--- src/rtl/quadc_sync_framer.sv ---
// Packs four ADC lanes into one 32-bit word, aligns a frame counter to external sync
// after a software arm, and keeps per-lane saturating clip counters.

module quadc_clip_lane #(
  parameter int CNT_W = 16
) (
  input  logic             user_clk,
  input  logic             reset_n,
  input  logic             en,
  input  logic             clr,
  input  logic [7:0]       sample,
  output logic [CNT_W-1:0] cnt
);
  logic hit;
  assign hit = en && (sample == 8'h7F || sample == 8'h80) && (cnt != '1);

  always_ff @(posedge user_clk or negedge reset_n)
    if (!reset_n)  cnt <= '0;
    else if (clr)  cnt <= '0;
    else if (hit)  cnt <= cnt + 1'b1;
endmodule

module quadc_sync_framer #(
  parameter int FRAME_LEN = 2048,
  parameter int CNT_W     = 16
) (
  input  logic             user_clk,
  input  logic             reset_n,
  input  logic [7:0]       adc0_data,
  input  logic [7:0]       adc1_data,
  input  logic [7:0]       adc2_data,
  input  logic [7:0]       adc3_data,
  input  logic             valid,
  input  logic             sync,
  input  logic             arm,
  output logic [31:0]      data_out,
  output logic             valid_out,
  output logic             sync_out,
  output logic [31:0]      frame_cnt,
  output logic             armed,
  output logic             running,
  output logic             sync_err,
  output logic [CNT_W-1:0] clip0,
  output logic [CNT_W-1:0] clip1,
  output logic [CNT_W-1:0] clip2,
  output logic [CNT_W-1:0] clip3
);
  localparam int NUM_LANES = 4;
  localparam int PH_W      = (FRAME_LEN > 2) ? $clog2(FRAME_LEN) : 1;
  localparam logic [PH_W-1:0] PH_LAST = PH_W'(FRAME_LEN - 1);
  localparam logic [PH_W-1:0] PH_ONE  = PH_W'(1);

  typedef enum logic [1:0] {S_IDLE, S_ARMED, S_RUN} state_t;

  state_t                             state_q;
  logic                               arm_q, sync_q, valid_q, sync_out_q, err_q;
  logic [PH_W-1:0]                    phase_q;
  logic [31:0]                        frame_q;
  logic [NUM_LANES-1:0][7:0]          adc_bus, data_q;
  logic [NUM_LANES-1:0][CNT_W-1:0]    clip_q;
  logic                               arm_edge, sync_edge, clip_clr;

  assign adc_bus   = {adc3_data, adc2_data, adc1_data, adc0_data};
  assign arm_edge  = arm & ~arm_q;
  assign sync_edge = valid & sync & ~sync_q;
  // Re-arm wipes the monitoring counters; the first arm out of IDLE does not.
  assign clip_clr  = arm_edge && (state_q != S_IDLE);

  always_ff @(posedge user_clk or negedge reset_n) begin
    if (!reset_n) begin
      state_q    <= S_IDLE;
      arm_q      <= 1'b0;
      sync_q     <= 1'b0;
      valid_q    <= 1'b0;
      sync_out_q <= 1'b0;
      err_q      <= 1'b0;
      phase_q    <= '0;
      frame_q    <= '0;
      data_q     <= '0;
    end else begin
      arm_q      <= arm;
      if (valid) sync_q <= sync;
      data_q     <= adc_bus;
      valid_q    <= valid;
      sync_out_q <= 1'b0;
      case (state_q)
        S_IDLE: if (arm_edge) state_q <= S_ARMED;
        S_ARMED: begin
          if (arm_edge) begin
            phase_q <= '0;
            frame_q <= '0;
            err_q   <= 1'b0;
          end else if (sync_edge) begin
            state_q    <= S_RUN;
            sync_out_q <= 1'b1;
            phase_q    <= PH_ONE;
            frame_q    <= frame_q + 32'd1;
          end
        end
        S_RUN: begin
          if (arm_edge) begin
            state_q <= S_ARMED;
            phase_q <= '0;
            frame_q <= '0;
            err_q   <= 1'b0;
          end else if (valid) begin
            if (sync_edge && phase_q != '0) begin
              // Misaligned sync: flag it and restart the frame on this sample.
              err_q      <= 1'b1;
              sync_out_q <= 1'b1;
              phase_q    <= PH_ONE;
              frame_q    <= frame_q + 32'd1;
            end else begin
              sync_out_q <= (phase_q == '0);
              if (phase_q == '0) frame_q <= frame_q + 32'd1;
              phase_q    <= (phase_q == PH_LAST) ? '0 : phase_q + 1'b1;
            end
          end
        end
        default: state_q <= S_IDLE;
      endcase
    end
  end

  genvar g;
  generate
    for (g = 0; g < NUM_LANES; g++) begin : g_lane
      quadc_clip_lane #(.CNT_W(CNT_W)) u_clip (
        .user_clk (user_clk),
        .reset_n  (reset_n),
        .en       (valid),
        .clr      (clip_clr),
        .sample   (adc_bus[g]),
        .cnt      (clip_q[g])
      );
    end
  endgenerate

  assign data_out  = data_q;
  assign valid_out = valid_q;
  assign sync_out  = sync_out_q;
  assign frame_cnt = frame_q;
  assign armed     = (state_q == S_ARMED);
  assign running   = (state_q == S_RUN);
  assign sync_err  = err_q;
  assign clip0     = clip_q[0];
  assign clip1     = clip_q[1];
  assign clip2     = clip_q[2];
  assign clip3     = clip_q[3];
endmodule

--- config.mk ---
export PLATFORM = sky130hd
export DESIGN_NAME = quadc_sync_framer
export DESIGN_NICKNAME = d
export VERILOG_FILES = /design/src/rtl/quadc_sync_framer.sv
export SDC_FILE = /design/constraint.sdc
export NUM_CORES = 1
export LEC_CHECK = 0
export ABC_AREA = 0
export BUFFER_PORTS_ARGS = -buffer_cell sky130_fd_sc_hd__buf_2
export CAP_MARGIN = 0
export CELL_PAD_IN_SITES_DETAIL_PLACEMENT = 0
export CELL_PAD_IN_SITES_GLOBAL_PLACEMENT = 2
export CORE_UTILIZATION = 35
export CTS_CLUSTER_DIAMETER = 100
export DETAILED_ROUTE_END_ITERATION = 16
export PLACE_DENSITY_LB_ADDON = 0.25
export SYNTH_ARGS = -nofsm -noshare
export SYNTH_HDL_FRONTEND = slang
export SYNTH_SLANG_ARGS = --single-unit
--- constraint.sdc ---
create_clock -name user_clk -period 3.9 [get_ports user_clk]
set_clock_uncertainty 0.1 [all_clocks]
set_input_delay 0.585 -clock user_clk [delete_from_list [all_inputs] [get_ports user_clk]]
set_output_delay 0.585 -clock user_clk [all_outputs]
set_load 0.05 [all_outputs]
==> summary.md <==
| Metric | Value |
|---|---|
| WP depth | `8` |
| DRT iter0 DRCs | `287` |
| Nets@finish | `931` |
| Post-Route WL | `~19 mm` |
| Buffers & Inverters on Critical Path | `1` |
| Max Cap Violations | `0` |
| Die height | `143 um` |
| Post-route cell area | `8780 um2` |
| PostCTS Resize Cnt | `0` |
| Initial antenna violation count | `7` |
| Core Rows | `approximately 50` |
| Post-CTS Setup Bufs | `0` |
| Highest clock rate | `~0.34 GHz` |
| Most frequent cells in the layout | `buf_2 (168), dfrtp_1 (146), nor2_1 (109)` |
| Pre-antenna DRT Iters | `7` |
| Remaining Overflow, GRT | `0` |
| Post-synth EDFFs | `0` |
| GP Congestion | `0.837` |
| Final core occ | `between 40% and 50%` |
| Synth Instances | `712` |
| Fraction of layout cells with a size suffix above 1 | `24.5%` |
| Main synth FF type | `dfrtp_1` |
| Final period demand of the worst path | `2.95 ns` |
| Mapped Avg Cell Area | `9.82 um2` |
| Clk buf depth | `2` |
| Final worst-path cycle share | `75.6%` |
| Core area | `roughly 20,000 um2` |
| Arr. time, crit path | `3.18 ns` |
| Crit path max-delay family | `simple AND/OR/NAND/NOR gates` |
| TritonCTS clock tree | `yes` |
| Vias in the first global route | `5,959` |
| Power Dens Cells | `456 nW/um2` |
| Die X | `143 um` |
| # clock sinks | `roughly 150` |
| Slew margin rel. | `24.0%` |
| Ordered cell list for the critical path | `inv_1 -> ha_1 -> or4b_1 -> o41ai_4 -> o211a_1 -> nand3b_1 -> or3_1 -> a21oi_1` |
| Endpoint class of the critical path | `flip-flop` |
| Vias | `5,938` |
| Fin. Hold Viols | `0` |
| Critical path's slowest cell | `o211a_1` |
| Die area | `between 20,000 and 25,000 um2` |
| Starting Density | `35.8%` |
| Final ANT Viol Nets | `0` |
| CP max stage delay | `0.55 ns` |
| Final TNS setup | `0 ns` |
| Dpl hpwl | `around 13 mm` |
| Clk_lat worst skew | `0.42 ns` |
| RSZ-0062 raised after global routing | `false` |
| Sequential share of the synthesized area | `52.3%` |
| Worst Path Required | `4.13 ns` |
| Startpoint class of the critical path | `flip-flop` |
| Ys Warns | `0` |
| Hold Buf Count CTS | `0` |
| Peak supply drop | `0.000273 V` |
| Setup CP Type | `reg -> reg` |
| Number of distinct library cells after synthesis | `between 50 and 60` |
| Dpl cell area | `8160 um2` |
| Clk slew on worst S/H paths | `0.06 ns` |
| Register bit total from synthesis | `146` |
| DRC | `0` |
| Synthesized area | `6990 um2` |
| Largest net degree at the start of global routing | `98` |
| First-pass GRT wire length | `between 30 and 40 mm` |
| P_leak | `4.07 nW` |
| Fillers | `1,931` |
| Routed len/inst | `approximately 16 um` |
| IO Count | `170` |
| Setup-failing EPs final | `0` |
| Worst-Margin Slew | `1.13 ns` |
| H-tree Lvls | `4` |
| Outcome | `finished clean` |
| Asr flop ratio synth | `100%` |
| Syn Nets | `~760` |
| Clk root buf | `clkbuf_16` |
| Crit Path Max Fanout | `15` |
| Vias per cell | `5.09` |
| Area grow syn2layout | `25.6%` |
| Worst r2r path cells | `8` |
| Slew Limit Fails | `0` |
| HP Class | `in -> async` |
| Port buffer count | `between 150 and 200` |
| Commonest non-fill, non-tap cell in the layout | `buf_2` |
| Tot Pwr | `~0.0040 W` |
| Cts bufs inserted | `17` |
| Gr usage total | `a little under a fifth` |
[state kept, by name (all words and copies together), names as in the netlist]
| signal | count |
|---|---|
| arm_q | 1 |
| data_out | 32 |
| frame_cnt | 32 |
| g_lane.u_clip.cnt | 64 |
| phase_q | 11 |
| state_q | 2 |
| sync_err | 1 |
| sync_out | 1 |
| sync_q | 1 |
| valid_out | 1 |
[worst register-to-register path, delay by kind of cell, from the launching register on]
kind / cells / cell delay (ns)
simple gates: 3 / 1.09
buf+inv: 1 / 0.08
compound gates: 3 / 1.05
fa+ha+maj: 1 / 0.14
flops: 1 / 0.40
[path summary, 6_finish.rpt]
path / from / slack, ns / end
min in group user_clk: adc3_data[7] / 0.19 / data_out[31]
setup / recovery: phase_q[0] / 0.95 / frame_cnt[19]
hold / removal: reset_n / 0.13 / data_out[20]
setup reg to reg: phase_q[0] / 0.95 / frame_cnt[19]
max in group asynchronous: reset_n / 2.61 / phase_q[10]
hold reg to reg: sync_q / 0.40 / sync_q
[logic make-up (layout without fill, tap and decap cells)]
group | after synthesis | after routing | share of synthesized area, %
DFF | 146 | 146 | 52.3
muxes | 4 | 4 | 0.591
AOI/OAI and AO/OA | 80 | 80 | 7.63
buffers and inverters | 35 | 220 | 1.90
other | 0 | 5 | 0
xor gates and xnor gates | 72 | 72 | 9.02
adders and majority gates | 10 | 10 | 1.79
and+or+nand+nor | 365 | 365 | 26.8
[report_power, final]
part	internal, W	total [W]	switching (W)
Combinational	0.000170	0.000692	0.000522
Sequential	0.00157	0.00162	0.0000502
Clock	0.00104	0.00170	0.000653
Total	0.00278	0.00401	0.00122
[layer usage]
metal	routed length, um	track usage [%]	vias up
li1	-	-	2884
met1	8240	23.4	2935
met3	964	6.50	14
met4	141	5.71	2
met5	13	0	-
met2	9290	31.8	103
[layout make-up]
cell class                      instances  area [um2]  share of cell area [%]
Inverter                               10        37.5                   0.427
Timing Repair Buffer                  178         920                    10.5
Clock buffer                           20         457                    5.20
Clock inverter                         12         153                    1.74
Tap cell                              265         332                    3.78
Antenna cell                            5        12.5                   0.142
Sequential cell                       146        3650                    41.6
Multi-Input combinational cell        531        3220                    36.6
[per-stage QoR]
stage               hold WS (ns)  setup slack [ns]  instances
finish                     0.134             0.951       1167
global route               0.172             0.768       1164
CTS                        0.167             0.927       1162
detailed placement         0.392             0.934       1130
global placement           0.387              1.05       1130
floorplan                  0.189              1.31        712
[cell usage after synthesis, drive strengths merged, types with 6 or more instances]
cell	number	share of area [%]
nor2	110	5.9
dfrtp	146	52
a31oi	8	0.72
and4	7	0.88
o31ai	10	1.1
a21oi	15	1.1
or3	8	0.79
nor3	22	1.6
nor2b	8	0.72
xor2	11	1.4
nand2	59	3.2
ha	10	1.8
nor4	35	3.1
and3	11	0.98
nand4	28	2.5
nand2b	6	0.54
inv	10	0.54
o21ai	29	2.1
nand3	38	2.7
clkbuf	21	1.1
xnor2	61	7.6
Note: power is estimated with default switching activity, not from simulation.
